File: config.mk
export PLATFORM = sky130hd
export DESIGN_NAME = sweep_ctrl8b_flat
export DESIGN_NICKNAME = d
export VERILOG_FILES = /design/src/rtl/sweep_ctrl8b_if.sv /design/src/rtl/sweep_ctrl8b.sv /design/src/flat_wrapper.sv
export SDC_FILE = /design/constraint.sdc
export NUM_CORES = 1
export LEC_CHECK = 0
export CORE_MARGIN = 8
export CORE_UTILIZATION = 55
export DETAILED_ROUTE_END_ITERATION = 12
export GPL_ROUTABILITY_DRIVEN = 0
export PLACE_DENSITY_LB_ADDON = 0.05
export SLEW_MARGIN = 20
export SYNTH_ARGS = -nofsm -noshare
export SYNTH_HDL_FRONTEND = slang
export SYNTH_SLANG_ARGS = --single-unit
File: constraint.sdc
create_clock -name clk -period 3.02 [get_ports clk]
set_input_delay 0.604 -clock clk [delete_from_list [all_inputs] [get_ports clk]]
set_output_delay 0.604 -clock clk [all_outputs]
set_load 0.1 [all_outputs]
File: src/rtl/sweep_ctrl8b_if.sv
`default_nettype none
// ============================================================================
//  Module  : sweep_ctrl8b_if
//  Brief   : Host/datapath bundle for the triangle-sweep controller.
//  Rev     : 1.0  initial release
// ============================================================================
interface sweep_ctrl8b_if #(
    parameter int WIDTH  = 8,
    parameter int TRIP_W = 4
);
    logic              start;
    logic              abort;
    logic [WIDTH-1:0]  lo;
    logic [WIDTH-1:0]  hi;
    logic [TRIP_W-1:0] trips;
    logic [WIDTH-1:0]  count;
    logic              dir;
    logic              busy;
    logic              done;
    logic              err;

    modport master (
        output start, abort, lo, hi, trips,
        input  count, dir, busy, done, err
    );

    modport slave (
        input  start, abort, lo, hi, trips,
        output count, dir, busy, done, err
    );
endinterface
`default_nettype wire

File: src/rtl/sweep_ctrl8b.sv
`default_nettype none
// ============================================================================
//  Module  : sweep_ctrl8b
//  Brief   : Drives count as a lo..hi triangle sweep for N round trips.
//  Rev     : 1.0  initial release
// ============================================================================
module sweep_ctrl8b #(
    parameter int WIDTH  = 8,
    parameter int TRIP_W = 4
) (
    input  wire logic        clk,
    input  wire logic        reset,
    sweep_ctrl8b_if.slave    bus
);

    typedef enum logic [1:0] {
        S_IDLE = 2'd0,
        S_UP   = 2'd1,
        S_DOWN = 2'd2,
        S_DONE = 2'd3
    } state_t;

    state_t            state_q, state_d;
    logic [WIDTH-1:0]  count_q, count_d;
    logic [WIDTH-1:0]  lo_q,    lo_d;
    logic [WIDTH-1:0]  hi_q,    hi_d;
    logic [TRIP_W-1:0] trip_q,  trip_d;
    logic [TRIP_W-1:0] trips_q, trips_d;
    logic              dir_q,   dir_d;
    logic              err_q,   err_d;
    logic [TRIP_W-1:0] w_trip_next;

    assign w_trip_next = trip_q + TRIP_W'(1);

    always_ff @(posedge clk or posedge reset) begin
        if (reset) begin
            state_q <= S_IDLE;
            count_q <= '0;
            lo_q    <= '0;
            hi_q    <= '0;
            trip_q  <= '0;
            trips_q <= '0;
            dir_q   <= 1'b1;
            err_q   <= 1'b0;
        end else begin
            state_q <= state_d;
            count_q <= count_d;
            lo_q    <= lo_d;
            hi_q    <= hi_d;
            trip_q  <= trip_d;
            trips_q <= trips_d;
            dir_q   <= dir_d;
            err_q   <= err_d;
        end
    end

    always_comb begin
        state_d = state_q;
        count_d = count_q;
        lo_d    = lo_q;
        hi_d    = hi_q;
        trip_d  = trip_q;
        trips_d = trips_q;
        dir_d   = dir_q;
        err_d   = 1'b0;

        case (state_q)
            S_IDLE: begin
                if (bus.start) begin
                    if (bus.lo < bus.hi) begin
                        lo_d    = bus.lo;
                        hi_d    = bus.hi;
                        trips_d = bus.trips;
                        trip_d  = '0;
                        count_d = bus.lo;
                        dir_d   = 1'b1;
                        state_d = S_UP;
                    end else begin
                        err_d = 1'b1;
                    end
                end
            end
            // Abort outranks the turn check so count freezes where it stood.
            S_UP: begin
                if (bus.abort) begin
                    state_d = S_IDLE;
                end else if (count_q == hi_q) begin
                    count_d = hi_q - WIDTH'(1);
                    dir_d   = 1'b0;
                    state_d = S_DOWN;
                end else begin
                    count_d = count_q + WIDTH'(1);
                end
            end
            S_DOWN: begin
                if (bus.abort) begin
                    state_d = S_IDLE;
                end else if (count_q == lo_q) begin
                    // trips==0 never terminates; the trip counter just wraps.
                    if ((trips_q != '0) && (w_trip_next == trips_q)) begin
                        state_d = S_DONE;
                    end else begin
                        trip_d  = w_trip_next;
                        count_d = lo_q + WIDTH'(1);
                        dir_d   = 1'b1;
                        state_d = S_UP;
                    end
                end else begin
                    count_d = count_q - WIDTH'(1);
                end
            end
            S_DONE: begin
                state_d = S_IDLE;
            end
            default: begin
                state_d = S_IDLE;
            end
        endcase
    end

    assign bus.count = count_q;
    assign bus.dir   = dir_q;
    assign bus.busy  = (state_q == S_UP) || (state_q == S_DOWN);
    assign bus.done  = (state_q == S_DONE);
    assign bus.err   = err_q;

endmodule
`default_nettype wire

File: src/flat_wrapper.sv
// flat-port wrapper written by rule: the top's interface ports become plain ports
module sweep_ctrl8b_flat 
#(
    parameter int WIDTH  = 8,
    parameter int TRIP_W = 4
)
  (clk, reset, bus_start, bus_abort, bus_lo, bus_hi, bus_trips, bus_count, bus_dir, bus_busy, bus_done, bus_err);
  sweep_ctrl8b_if #(.WIDTH(WIDTH), .TRIP_W(TRIP_W)) bus_i ();
  input  wire logic clk;
  input  wire logic reset;
  input wire logic [$bits(bus_i.start)-1:0] bus_start;
  input wire logic [$bits(bus_i.abort)-1:0] bus_abort;
  input wire logic [$bits(bus_i.lo)-1:0] bus_lo;
  input wire logic [$bits(bus_i.hi)-1:0] bus_hi;
  input wire logic [$bits(bus_i.trips)-1:0] bus_trips;
  output wire logic [$bits(bus_i.count)-1:0] bus_count;
  output wire logic [$bits(bus_i.dir)-1:0] bus_dir;
  output wire logic [$bits(bus_i.busy)-1:0] bus_busy;
  output wire logic [$bits(bus_i.done)-1:0] bus_done;
  output wire logic [$bits(bus_i.err)-1:0] bus_err;
  assign bus_i.start = bus_start;
  assign bus_i.abort = bus_abort;
  assign bus_i.lo = bus_lo;
  assign bus_i.hi = bus_hi;
  assign bus_i.trips = bus_trips;
  assign bus_count = bus_i.count;
  assign bus_dir = bus_i.dir;
  assign bus_busy = bus_i.busy;
  assign bus_done = bus_i.done;
  assign bus_err = bus_i.err;
  sweep_ctrl8b #(.WIDTH(WIDTH), .TRIP_W(TRIP_W)) u_core (.clk(clk), .reset(reset), .bus(bus_i));
endmodule
Word-level counts from Yosys, hierarchy flattened

Cells that the tools add are included.

Bits in latches: 0
Bits in registers: 36
RAM bits: 0
Memories kept: 0
Bits in read-only memories: 0

Eq/ne operators: 16
Bitwise gates (word level): 0
Order comparisons: 1
Shifts and indexed selects: 0
Add/sub/neg operators: 5
Divide/modulo/power cells: 0
Multiplexer cells: 33
$mul: 0
Reductions and logical operators: 11

Operators by type and width:

| operator            | count |
|---|---|
| $mux 8              | 7 |
| $pmux 8 s3          | 1 |
| $mux 4              | 5 |
| $add 8x1->8 const B | 2 |
| $eq 8x8->1          | 2 |
| $sub 8x1->8 const B | 2 |
| $mux 2              | 7 |
| $reduce_and 6->1    | 2 |
| $mux 1              | 10 |
| $lt 8x8->1          | 1 |
| $ne 2x2->1 const B  | 4 |
| $pmux 2 s4          | 1 |
| $pmux 4 s2          | 1 |
| $reduce_and 8->1    | 1 |
| $ne 2x1->1 const B  | 3 |
| $ne 3x2->1 const B  | 2 |
| $add 4x1->4 const B | 1 |
| $eq 2x2->1 const B  | 2 |
| $eq 4x4->1          | 1 |
| $reduce_and 4->1    | 1 |
| $reduce_bool 4->1   | 1 |
| $ne 3x3->1 const B  | 1 |
| $pmux 1 s3          | 1 |
| $reduce_and 3->1    | 1 |
| other kinds (6)     | 6 |

Longest topological paths before layout

Gate-level depths: netlist of run 1.

Depth after elaboration: 7
Mapped depth: 9

Worst setup path after synthesis of run 1

No wires, ideal clock.

Path type: register to register
Start point: register u_core.count_q[1] (netlist: u_core.bus.count[1])
End point: register u_core.count_q[7] (netlist: u_core.bus.count[7])
Library setup time: 0.095 ns
Slack: 0.171 ns
Path buffers: 3
Cell stages (with the launch flop): 10
Data arrival time: 2.754 ns
Path through: dfrtp_1 > buf_4 > xnor2_2 > nand4_1 > or2_0 > or4b_1 > buf_4 > and2_4 > buf_6 > o221ai_2

Word-level cells in the longest chain between the ends: 4
Elaborated cells between the ends (all ways): 11

RTL lines:

| element                             | line                                   | text |
|---|---|---|
| from (decl)                         | sweep_ctrl8b.sv:24                     | `logic [WIDTH-1:0] count_q, count_d;` |
| from (signal assigned)              | sweep_ctrl8b.sv:47                     | `count_q <= count_d;` |
| $sub 8x1->8 (tied with other cells) | sweep_ctrl8b.sv:109                    | `count_d = count_q - WIDTH'(1);` |
| $mux 8 (on tied branches)           | sweep_ctrl8b.sv:98, sweep_ctrl8b.sv:87 |  |
| $mux 8 (on tied branches)           | sweep_ctrl8b.sv:96, sweep_ctrl8b.sv:85 |  |
| $pmux 8 s3                          | sweep_ctrl8b.sv:67                     | `case (state_q)` |

Several ways; a longest one is shown, not always the timed one. The select of a mux whose other input is x is not followed.
A chain may end at the register's enable or synchronous reset.

Worst setup path after layout of run 1

Start point: input port bus_hi[1]
End point: register u_core.trip_q[3]

Word-level cells in the longest chain between the ends: 3

RTL lines:

| element                    | line               | text |
|---|---|---|
| from (decl)                | flat_wrapper.sv:14 | `input wire logic [$bits(bus_i.hi)-1:0] bus_hi;` |
| $lt 8x8->1                 | sweep_ctrl8b.sv:70 | `if (bus.lo < bus.hi) begin` |
| $ne 2x1->1 (no line)       | -                  |  |
| $reduce_and 6->1 (no line) | -                  |  |
| to (signal assigned)       | sweep_ctrl8b.sv:50 | `trip_q <= trip_d;` |
| to (decl)                  | sweep_ctrl8b.sv:27 | `logic [TRIP_W-1:0] trip_q, trip_d;` |

Every way passes these cells.

==> flow_summary.yaml, run 1 <==
synth:
  synth_common_cells: "dfrtp_1, xnor2_1, inv_1"
  synth_cell_types: 59
  synthAdderAreaFrac: 0.06929
  synth_edf_count: 0
  synth.most_common_cell: "dfrtp_1"
  ys_ff_latch: 36
  synth_nets: 328
  synth.largest_area_cell: "dfrtp_1"
  synth_top_area_frac: 0.3032
  yosys_warnings: 0
  synthMuxAreaShare: 0.1156
  netlist_area_um2: 2889
  ys.flop_type: "dfrtp_1"
  synth_area_per_cell_um2: 10.03
  ys_seq_area_frac: 0.3123
  yosys.area_share.simple: 0.1485
  synth_compound_area_frac: 0.1485
  synth_top_family_by_area: "compound AO/OA/AOI/OAI gates"
  syn_inst: 288
  synthTopCellsByArea: "dfrtp_1, xnor2_1, mux2_1"
  synthArstFlopShare: 1.000
  synthXorXnorAreaFrac: 0.1356
cells_and_area:
  final_cells: 407
  drive_above_1_share: 0.1691
  fin_area_um2: 3461
  fillers: 434
  fin_nets: 376
  n_antenna_cell: 0
  areaGrowthSynthToFinish_pct: 19.79
clock_tree:
  cts_buffer_depth: 2
  cts.repair.resized: 0
  holdBufCountCts: 0
  clk_pin_slew_worst_paths_ps: 70
  cts_tree: "built"
  h-tree-depth: 2
  cts.sink_count: 36
  postCtsSetupBuffers: 0
  clk_latency_ps: 290
  root_buffer: "clkbuf_8"
  cts_buffers: 5
worst_hold_path:
  whs_path_depth: 1
  hp-start: "u_core.trip_q[3]"
  min_path_type: "flip-flop to flip-flop"
  min_to: "u_core.trip_q[3]"
route:
  drtIter0Drc: 142
  vias_per_cell: 5.904
  via_count: 2403
  wl_per_cell_um: 17.59
  drc: 0
  drtAntennaViolNets: 0
  routed_wirelength_um: 7158
  drtPass1Iterations: 4
power:
  ir_drop_mv: 0.6071
  p_per_area_nw_per_um2: 1105
  p_leak_nw: 1.474
sta:
  worstMarginPinSlew_ps: 489.4
  hold_violations: 0
  min_period_ps: 2817
  slew_viol_final: 0
  setup_viol: 0
  tns_ps: 0
  grt_setup_unrepaired: "no"
  fmax_mhz: 355.0
  relSlewSlack: 0.6737
  skew_ps: 13.37
  fin_crit_sh: 0.9328
floorplan:
  die-area_um2: 7828
  initial_core_util: 0.5693
  io_pins: 36
  die_w_um: 88.48
  rows: 26
  core_area_um2: 5075
  chipHeight_um: 88.48
setup_path:
  ff2ff_path_depth: 6
  rrSetupSlack_ps: 520
  path_class: "input port to flip-flop"
  crit_required_ps: 3170
  crit-reg2reg-launch: "u_core.bus.count[1]"
  arrival_ps: 2970
  timing.rr.end: "u_core.bus.count[6]"
  path_max_fanout: 2
  crit_path_end_kind: "flip-flop"
  start_kind: "input port"
global_routing:
  grt-ovfl-total: 0
  track_usage: 0.1971
  antenna_found_initial: 0
  grt_pass1_wl_um: 11900
  grt_max_degree: 37
  grt_pass1_vias: 2356
run_status:
  outcome: "completed"
placed_design:
  place_hpwl_um: 5666
  place_area_um2: 3371
  dp_cells: 399
  port_buffers: 35
job:
  cap_violations: 0
[routing by layer]
metal / vias to the layer above / routed length [um] / track usage / part of all wire
li1: 1139 / - / - / -
met1: 1150 / 3397 / 0.2738 / 0.47
met2: 102 / 3162 / 0.2953 / 0.44
met3: 12 / 495 / 0.04643 / 0.069
met4: 0 / 102 / 0.05530 / 0.014
met5: - / 0 / 0 / 0
[cell usage in the layout, fill, tap and decap left out, types with 2 or more instances in the layout]
master and count:
dfrtp_1 35, buf_4 30, xnor2_1 28, inv_1 27, clkdlybuf4s50_1 23, mux2_1 19
ha_1 16, nand2_1 14, xor2_1 13, mux2i_1 12, nand3_1 9, nand4b_1 8
o221ai_2 8, nand4_1 6, clkbuf_8 6, a21oi_1 5, nor2_1 5, o21ai_0 5
a31oi_1 4, nor3_1 4, nor4_1 4, o21a_1 3, a32oi_1 3, a22oi_1 3
nand2b_1 2, o21ai_1 2, xnor2_2 2, o31ai_1 2, and2_1 2, nor3b_1 2
or4_1 2, o32ai_1 2, and3_1 2, clkbuf_1 2, buf_12 2
[power breakdown]
group,total [mW],internal [mW],switching [mW]
Clock,0.356,0.186,0.169
Sequential,1.04,0.699,0.344
Combinational,2.42,0.995,1.43
Total,3.82,1.88,1.94
[worst max-delay path by stage]
stage | from | endpoint | slack [ps] | cells past startpoint
finish | bus_hi[1] | u_core.trip_q[3] | 200 | 10
global placement | bus_hi[1] | u_core.trip_q[3] | -40 | 10
floorplan | u_core.bus.count[1] | u_core.bus.count[7] | 170 | 9
CTS | bus_hi[6] | u_core.bus.count[6] | 220 | 10
global route | bus_hi[1] | u_core.bus.dir | 110 | 10
detailed placement | bus_hi[6] | u_core.bus.count[6] | -70 | 10
[per-stage QoR]
step | hold WS [ps] | util | total power, mW | worst slack, ps
global route | 551.6 | 0.6820 | 4.066 | 108.0
detailed placement | 505.2 | 0.6642 | 3.450 | -73.61
global placement | 503.2 | 0.6642 | 3.418 | -36.00
floorplan | 471.6 | - | 2.868 | 170.7
CTS | 526.8 | 0.6820 | 3.821 | 216.0
finish | 528.5 | 0.6820 | 3.823 | 203.0
[sequential cells by signal, indices dropped and copies added, names as in the netlist]
| register | flops |
|---|---|
| u_core.bus.count | 8 |
| u_core.bus.dir | 1 |
| u_core.bus.err | 1 |
| u_core.hi_q | 8 |
| u_core.lo_q | 8 |
| u_core.state_q | 2 |
| u_core.trip_q | 4 |
| u_core.trips_q | 4 |
[cell families after synthesis]
| group | count (synthesis) |
|---|---|
| and+or+nand+nor | 71 |
| AOI/OAI and AO/OA | 50 |
| xor gates and xnor gates | 43 |
| buffers and inverters | 41 |
| DFF | 36 |
| muxes | 31 |
| adders and majority gates | 16 |
[layout make-up]
| cell class | instances | area, um^2 | area share |
|---|---|---|---|
| multi-input cells | 211 | 1784 | 0.5155 |
| flip-flops and latches | 36 | 902.1 | 0.2607 |
| repair buffers | 55 | 495.5 | 0.1432 |
| inverters | 27 | 101.3 | 0.02928 |
| clock buffers | 8 | 90.09 | 0.02603 |
| well taps | 70 | 87.58 | 0.02531 |
[worst max-delay path, stage by stage]
cell,delay (ps)
clkdlybuf4s50_1,450
inv_1,60
ha_1,280
a2111oi_0,370
buf_4,180
o2111ai_1,190
buf_4,190
and2_1,140
o41ai_1,360
o31ai_1,130
(Power assumes the default switching activity.)
==> run 2, diff against run 1 <==
--- a/config.mk
+++ b/config.mk
@@ -7,9 +7,11 @@
 export LEC_CHECK = 0
 export CORE_MARGIN = 8
 export CORE_UTILIZATION = 55
+export CTS_BUF_LIST = sky130_fd_sc_hd__clkbuf_16
 export DETAILED_ROUTE_END_ITERATION = 12
 export GPL_ROUTABILITY_DRIVEN = 0
 export PLACE_DENSITY_LB_ADDON = 0.05
+export REMOVE_ABC_BUFFERS = 1
 export SLEW_MARGIN = 20
 export SYNTH_ARGS = -nofsm -noshare
 export SYNTH_HDL_FRONTEND = slang
==> run 2 against run 1 <==
- clock-buffer cell count shrank 3
- die area unchanged
- global-route usage increased by 1.4 points
- combinational power barely moved
- final cell count unchanged
==> flow_summary.yaml, run 2 (synthesis gave the netlist of run 1 again) <==
power:
  p_per_area_nw_per_um2: 1131
  power_mw: 3.965
  ir_drop_mv: 0.7638
  p_switching_mw: 1.991
  internal_power_mw: 1.975
  p_comb_frac: 0.608
  pwr-share-seq: 0.267
  swShare: 0.5020
  p_leak_nw: 1.495
  p_clk_frac: 0.125
sta:
  slew_viol_final: 0
  fmax_mhz: 352.9
  relSlewSlack: 0.6669
  min_period_ps: 2833
  tns_ps: 0
  fin_crit_sh: 0.9382
  skew_ps: 4.634
  hold_ws_ps: 535.9
  setup_viol: 0
  hold_violations: 0
  worstMarginPinSlew_ps: 495.2
route:
  wl_per_cell_um: 18.56
  routed_wirelength_um: 7553
  via_count: 2414
  drc: 0
  drtAntennaViolNets: 0
  drtPass1Iterations: 4
  vias_per_cell: 5.931
  drtIter0Drc: 205
cells_and_area:
  fin_area_um2: 3507
  fin_nets: 376
  drive_above_1_share: 0.1721
  n_antenna_cell: 0
  areaGrowthSynthToFinish_pct: 21.39
  final_common_cell: "dfrtp_1"
  mostFrequentLayoutCells: "dfrtp_1, buf_4, inv_1, xnor2_1, clkdlybuf4s50_1"
  fillers: 421
clock_tree:
  cts.sink_count: 36
  cts_tree: "built"
  cts_buffer_depth: 2
  h-tree-depth: 2
  cts.repair.resized: 0
  clk_pin_slew_worst_paths_ps: 60
  root_buffer: "clkbuf_16"
  cts_buffers: 5
  holdBufCountCts: 0
  postCtsSetupBuffers: 0
  clk_latency_ps: 280
setup_path:
  crit_path_end_kind: "flip-flop"
  path_class: "input port to flip-flop"
  arrival_ps: 3040
  crit_required_ps: 3230
  start_kind: "input port"
  ff2ff_path_depth: 7
  path_max_fanout: 3
floorplan:
  core_area_um2: 5075
  rows: 26
  die_w_um: 88.48
  io_pins: 36
  initial_core_util: 0.5693
  chipHeight_um: 88.48
  die-area_um2: 7828
worst_hold_path:
  whs_path_depth: 1
  min_path_type: "flip-flop to flip-flop"
global_routing:
  antenna_found_initial: 0
  track_usage: 0.2113
  grt-ovfl-total: 0
  grt_max_degree: 37
  grt_pass1_wl_um: 12570
  grt_pass1_vias: 2498
job:
  cap_violations: 0
run_status:
  outcome: "completed"
placed_design:
  place_area_um2: 3358
  port_buffers: 35
  place_hpwl_um: 5897
-- run 2: per-layer routing --
layer | up-vias | global-route usage | wire [um]
met1 | 1166 | 0.2776 | 3470
met2 | 90 | 0.3265 | 3434
li1 | 1148 | - | -
met3 | 10 | 0.06035 | 558
met5 | - | 0 | 0
met4 | 0 | 0.06298 | 90
-- run 2: final timing paths --
check | from | endpoint | slack [ps]
setup / recovery | bus_hi[1] | u_core.trip_q[1] | 190
hold reg to reg | u_core.trip_q[3] | u_core.trip_q[3] | 540
setup reg to reg | u_core.bus.count[3] | u_core.bus.count[6] | 410
min in group asynchronous | reset | u_core.trips_q[1] | 740
hold / removal | u_core.trip_q[3] | u_core.trip_q[3] | 540
max in group asynchronous | reset | u_core.bus.dir | 1900
-- run 2: stage by stage --
step	util	instances	setup slack, ps
final	0.6911	407	186.7
after global routing	0.6911	407	-21.46
after CTS	0.6893	407	182.7
after detailed placement	0.6617	399	-110.5
after global placement	0.6617	399	-108.7
after floorplan	-	274	-31.22
-- run 2: power groups by stage --
stage | Combinational, mW | Clock, mW | Sequential (mW)
detailed placement | 2.39 | 0 | 1.05
global route | 2.60 | 0.522 | 1.08
global placement | 2.36 | 0 | 1.04
floorplan | 1.40 | 0 | 1.37
finish | 2.41 | 0.496 | 1.06
CTS | 2.40 | 0.502 | 1.05
-- run 2: area by class of cell --
type                       count  area (um^2)  share of cell area
clock buffer                   5        125.1             0.03568
clock inverter                 3        15.01            0.004281
timing repair buffer          55        483.0              0.1377
multi-input combinational    211         1793              0.5112
tap                           70        87.58             0.02497
sequential                    36        902.1              0.2572
inverter                      27        101.3             0.02890
-- run 2: worst max-delay path: stages --
cell	delay, ps
clkdlybuf4s50_1	460
inv_1	70
ha_1	290
a2111oi_1	350
buf_4	180
o2111ai_1	190
buf_4	190
and2_1	150
nor3_1	230
buf_4	170
mux2i_1	170
==> run 3, diff against run 2 <==
--- a/config.mk
+++ b/config.mk
@@ -5,11 +5,13 @@
 export SDC_FILE = /design/constraint.sdc
 export NUM_CORES = 1
 export LEC_CHECK = 0
+export ABC_AREA = 1
 export CORE_MARGIN = 8
 export CORE_UTILIZATION = 55
 export CTS_BUF_LIST = sky130_fd_sc_hd__clkbuf_16
 export DETAILED_ROUTE_END_ITERATION = 12
 export GPL_ROUTABILITY_DRIVEN = 0
+export HOLD_SLACK_MARGIN = 0.06
 export PLACE_DENSITY_LB_ADDON = 0.05
 export REMOVE_ABC_BUFFERS = 1
 export SLEW_MARGIN = 20
==> run 3 against run 2 <==
- routed wire length up 13%
- clock power up 2%
- critical path depth up 2
- core utilization down 4.5 points
- sequential power about the same
- clock-buffer cell count unchanged
- final area up 7.7%
- maximum frequency up 16%
- global-route usage down 0.43 points
- final cell count up 50%
==> flow_summary.yaml, run 3 <==
route:
  drtPass1Iterations: 5
  drc: 0
  drtAntennaViolNets: 0
  drtIter0Drc: 188
  routed_wirelength_um: 8555
  wl_per_cell_um: 14.05
  via_count: 3208
  vias_per_cell: 5.268
sta:
  fin_crit_sh: 0.8109
  setup_slack_ps: 571.1
  slew_viol_final: 0
  setup_viol: 0
  hold_violations: 0
  grt_setup_unrepaired: "no"
  worstMarginPinSlew_ps: 544.8
  hold_ws_ps: 470.6
  fmax_mhz: 408.3
  skew_ps: 5.800
  relSlewSlack: 0.6368
  tns_ps: 0
  min_period_ps: 2449
floorplan:
  die-area_um2: 8668
  chipHeight_um: 93.10
  io_pins: 36
  initial_core_util: 0.5588
  die_w_um: 93.10
  rows: 28
  core_area_um2: 5851
clock_tree:
  cts.repair.resized: 0
  cts_tree: "built"
  clk_latency_ps: 280
  cts_buffer_depth: 2
  cts_buffers: 5
  root_buffer: "clkbuf_16"
  cts.sink_count: 36
  postCtsSetupBuffers: 0
  h-tree-depth: 2
  holdBufCountCts: 0
  clk_pin_slew_worst_paths_ps: 60
cells_and_area:
  final_common_cell: "nand2_1"
  drive_above_1_share: 0.1124
  n_antenna_cell: 0
  fin_util: 0.6459
  seqCellArea_um2: 902.1
  mostFrequentLayoutCells: "nand2_1, inv_1, nand3_1, dfrtp_1, nor2_1"
  multi_input_area_um2: 1981
  fin_nets: 573
  areaGrowthSynthToFinish_pct: 15.58
  fillers: 549
setup_path:
  cp-startpoint: "bus_hi[5]"
  crit-reg2reg-launch: "u_core.state_q[0]"
  crit_required_ps: 3190
  arrival_ps: 2620
  crit_path_end_kind: "flip-flop"
  start_kind: "input port"
  path_max_fanout: 10
  path_class: "input port to flip-flop"
placed_design:
  port_buffers: 35
  pre_cts_ws_ps: 289.6
  place_hpwl_um: 6664
synth:
  ys_seq_area_frac: 0.2759
  netlist_area_um2: 3269
  ys.flop_type: "dfrtp_1"
  ys_ff_latch: 36
  synth.most_common_cell: "nand2_1"
  yosys_warnings: 0
  synth_common_cells: "nand2_1, inv_1, nand3_1"
  syn_inst: 499
  synth_area_per_cell_um2: 6.552
  synth.largest_area_cell: "dfrtp_1"
  synth_cell_types: 40
  synth_top_area_frac: 0.2679
  synth_edf_count: 0
  synthArstFlopShare: 1.000
  synthTopCellsByArea: "dfrtp_1, nand2_1, nand3_1"
worst_hold_path:
  min_path_type: "flip-flop to flip-flop"
  hp-start: "u_core.bus.dir"
power:
  p_leak_nw: 2.001
  power_mw: 4.560
  p_per_area_nw_per_um2: 1207
  ir_drop_mv: 0.7633
run_status:
  outcome: "completed"
global_routing:
  track_usage: 0.2069
  grt_max_degree: 37
  grt-ovfl-total: 0
  grt_pass1_wl_um: 14590
  antenna_found_initial: 0
  grt_pass1_vias: 3139
job:
  cap_violations: 0
run 3: cell count changes in the layout (fill, tap and decap cells not counted), sizes merged, moves of 12 or more:
cell and delta:
buf -13, inv +44, mux2 -18, mux2i -12, nand2 +167, nand3 +42
nor2 +34, o21ai +24, xnor2 -22
run 3: per-layer routing:
layer	global-route usage	vias up	routed length (um)
li1	-	1639	-
met1	0.2494	1487	3780
met2	0.3651	75	4330
met3	0.02965	7	342
met4	0.07383	0	102
met5	0	-	0
run 3: report_power, final:
| group | leakage [nW] | internal (mW) | switching [mW] |
|---|---|---|---|
| Clock | 0.0687 | 0.300 | 0.206 |
| Sequential | 0.446 | 0.705 | 0.372 |
| Combinational | 1.49 | 0.936 | 2.04 |
run 3: area by class of cell:
cell class,instances,share of cell area
clock buffers,5,0.03311
flip-flops and latches,36,0.2387
clock inverters,3,0.003974
well taps,75,0.02483
inverters,74,0.07649
repair buffers,42,0.09868
multi-input cells,374,0.5242
run 3: cells by family after synthesis:
logic type / count (synthesis) / share of synthesized area
and+or+nand+nor: 297 / 0.4217
buffers and inverters: 89 / 0.1190
AOI/OAI and AO/OA: 42 / 0.06812
DFF: 36 / 0.2759
xor gates and xnor gates: 18 / 0.05052
adders and majority gates: 16 / 0.06123
muxes: 1 / 0.003444
run 3: metrics by stage:
step	area [um^2]	cells
final	3779	609
after global routing	3779	609
after CTS	3779	609
after detailed placement	3638	601
after global placement	3638	601
after floorplan	3169	484
run 3: worst paths after layout:
check / end / slack, ps / cells after the start
hold / removal: u_core.bus.dir / 470 / 2
min in group asynchronous: u_core.lo_q[2] / 750 / 3
hold reg to reg: u_core.bus.dir / 470 / 2
setup / recovery: u_core.bus.count[3] / 570 / 13
setup reg to reg: u_core.bus.count[1] / 820 / 10
max in group asynchronous: u_core.bus.dir / 1910 / 3
run 3: critical path, cell delays in order:
cell and delay [ps]:
clkdlybuf4s50_1 480, inv_1 40, ha_1 300, a21oi_1 140
nor2_1 50, nor3_1 140, nand2_1 140, nand2_2 150
nand2_1 190, nor2_8 220, inv_4 60, nand2_1 60
nand2_1 60
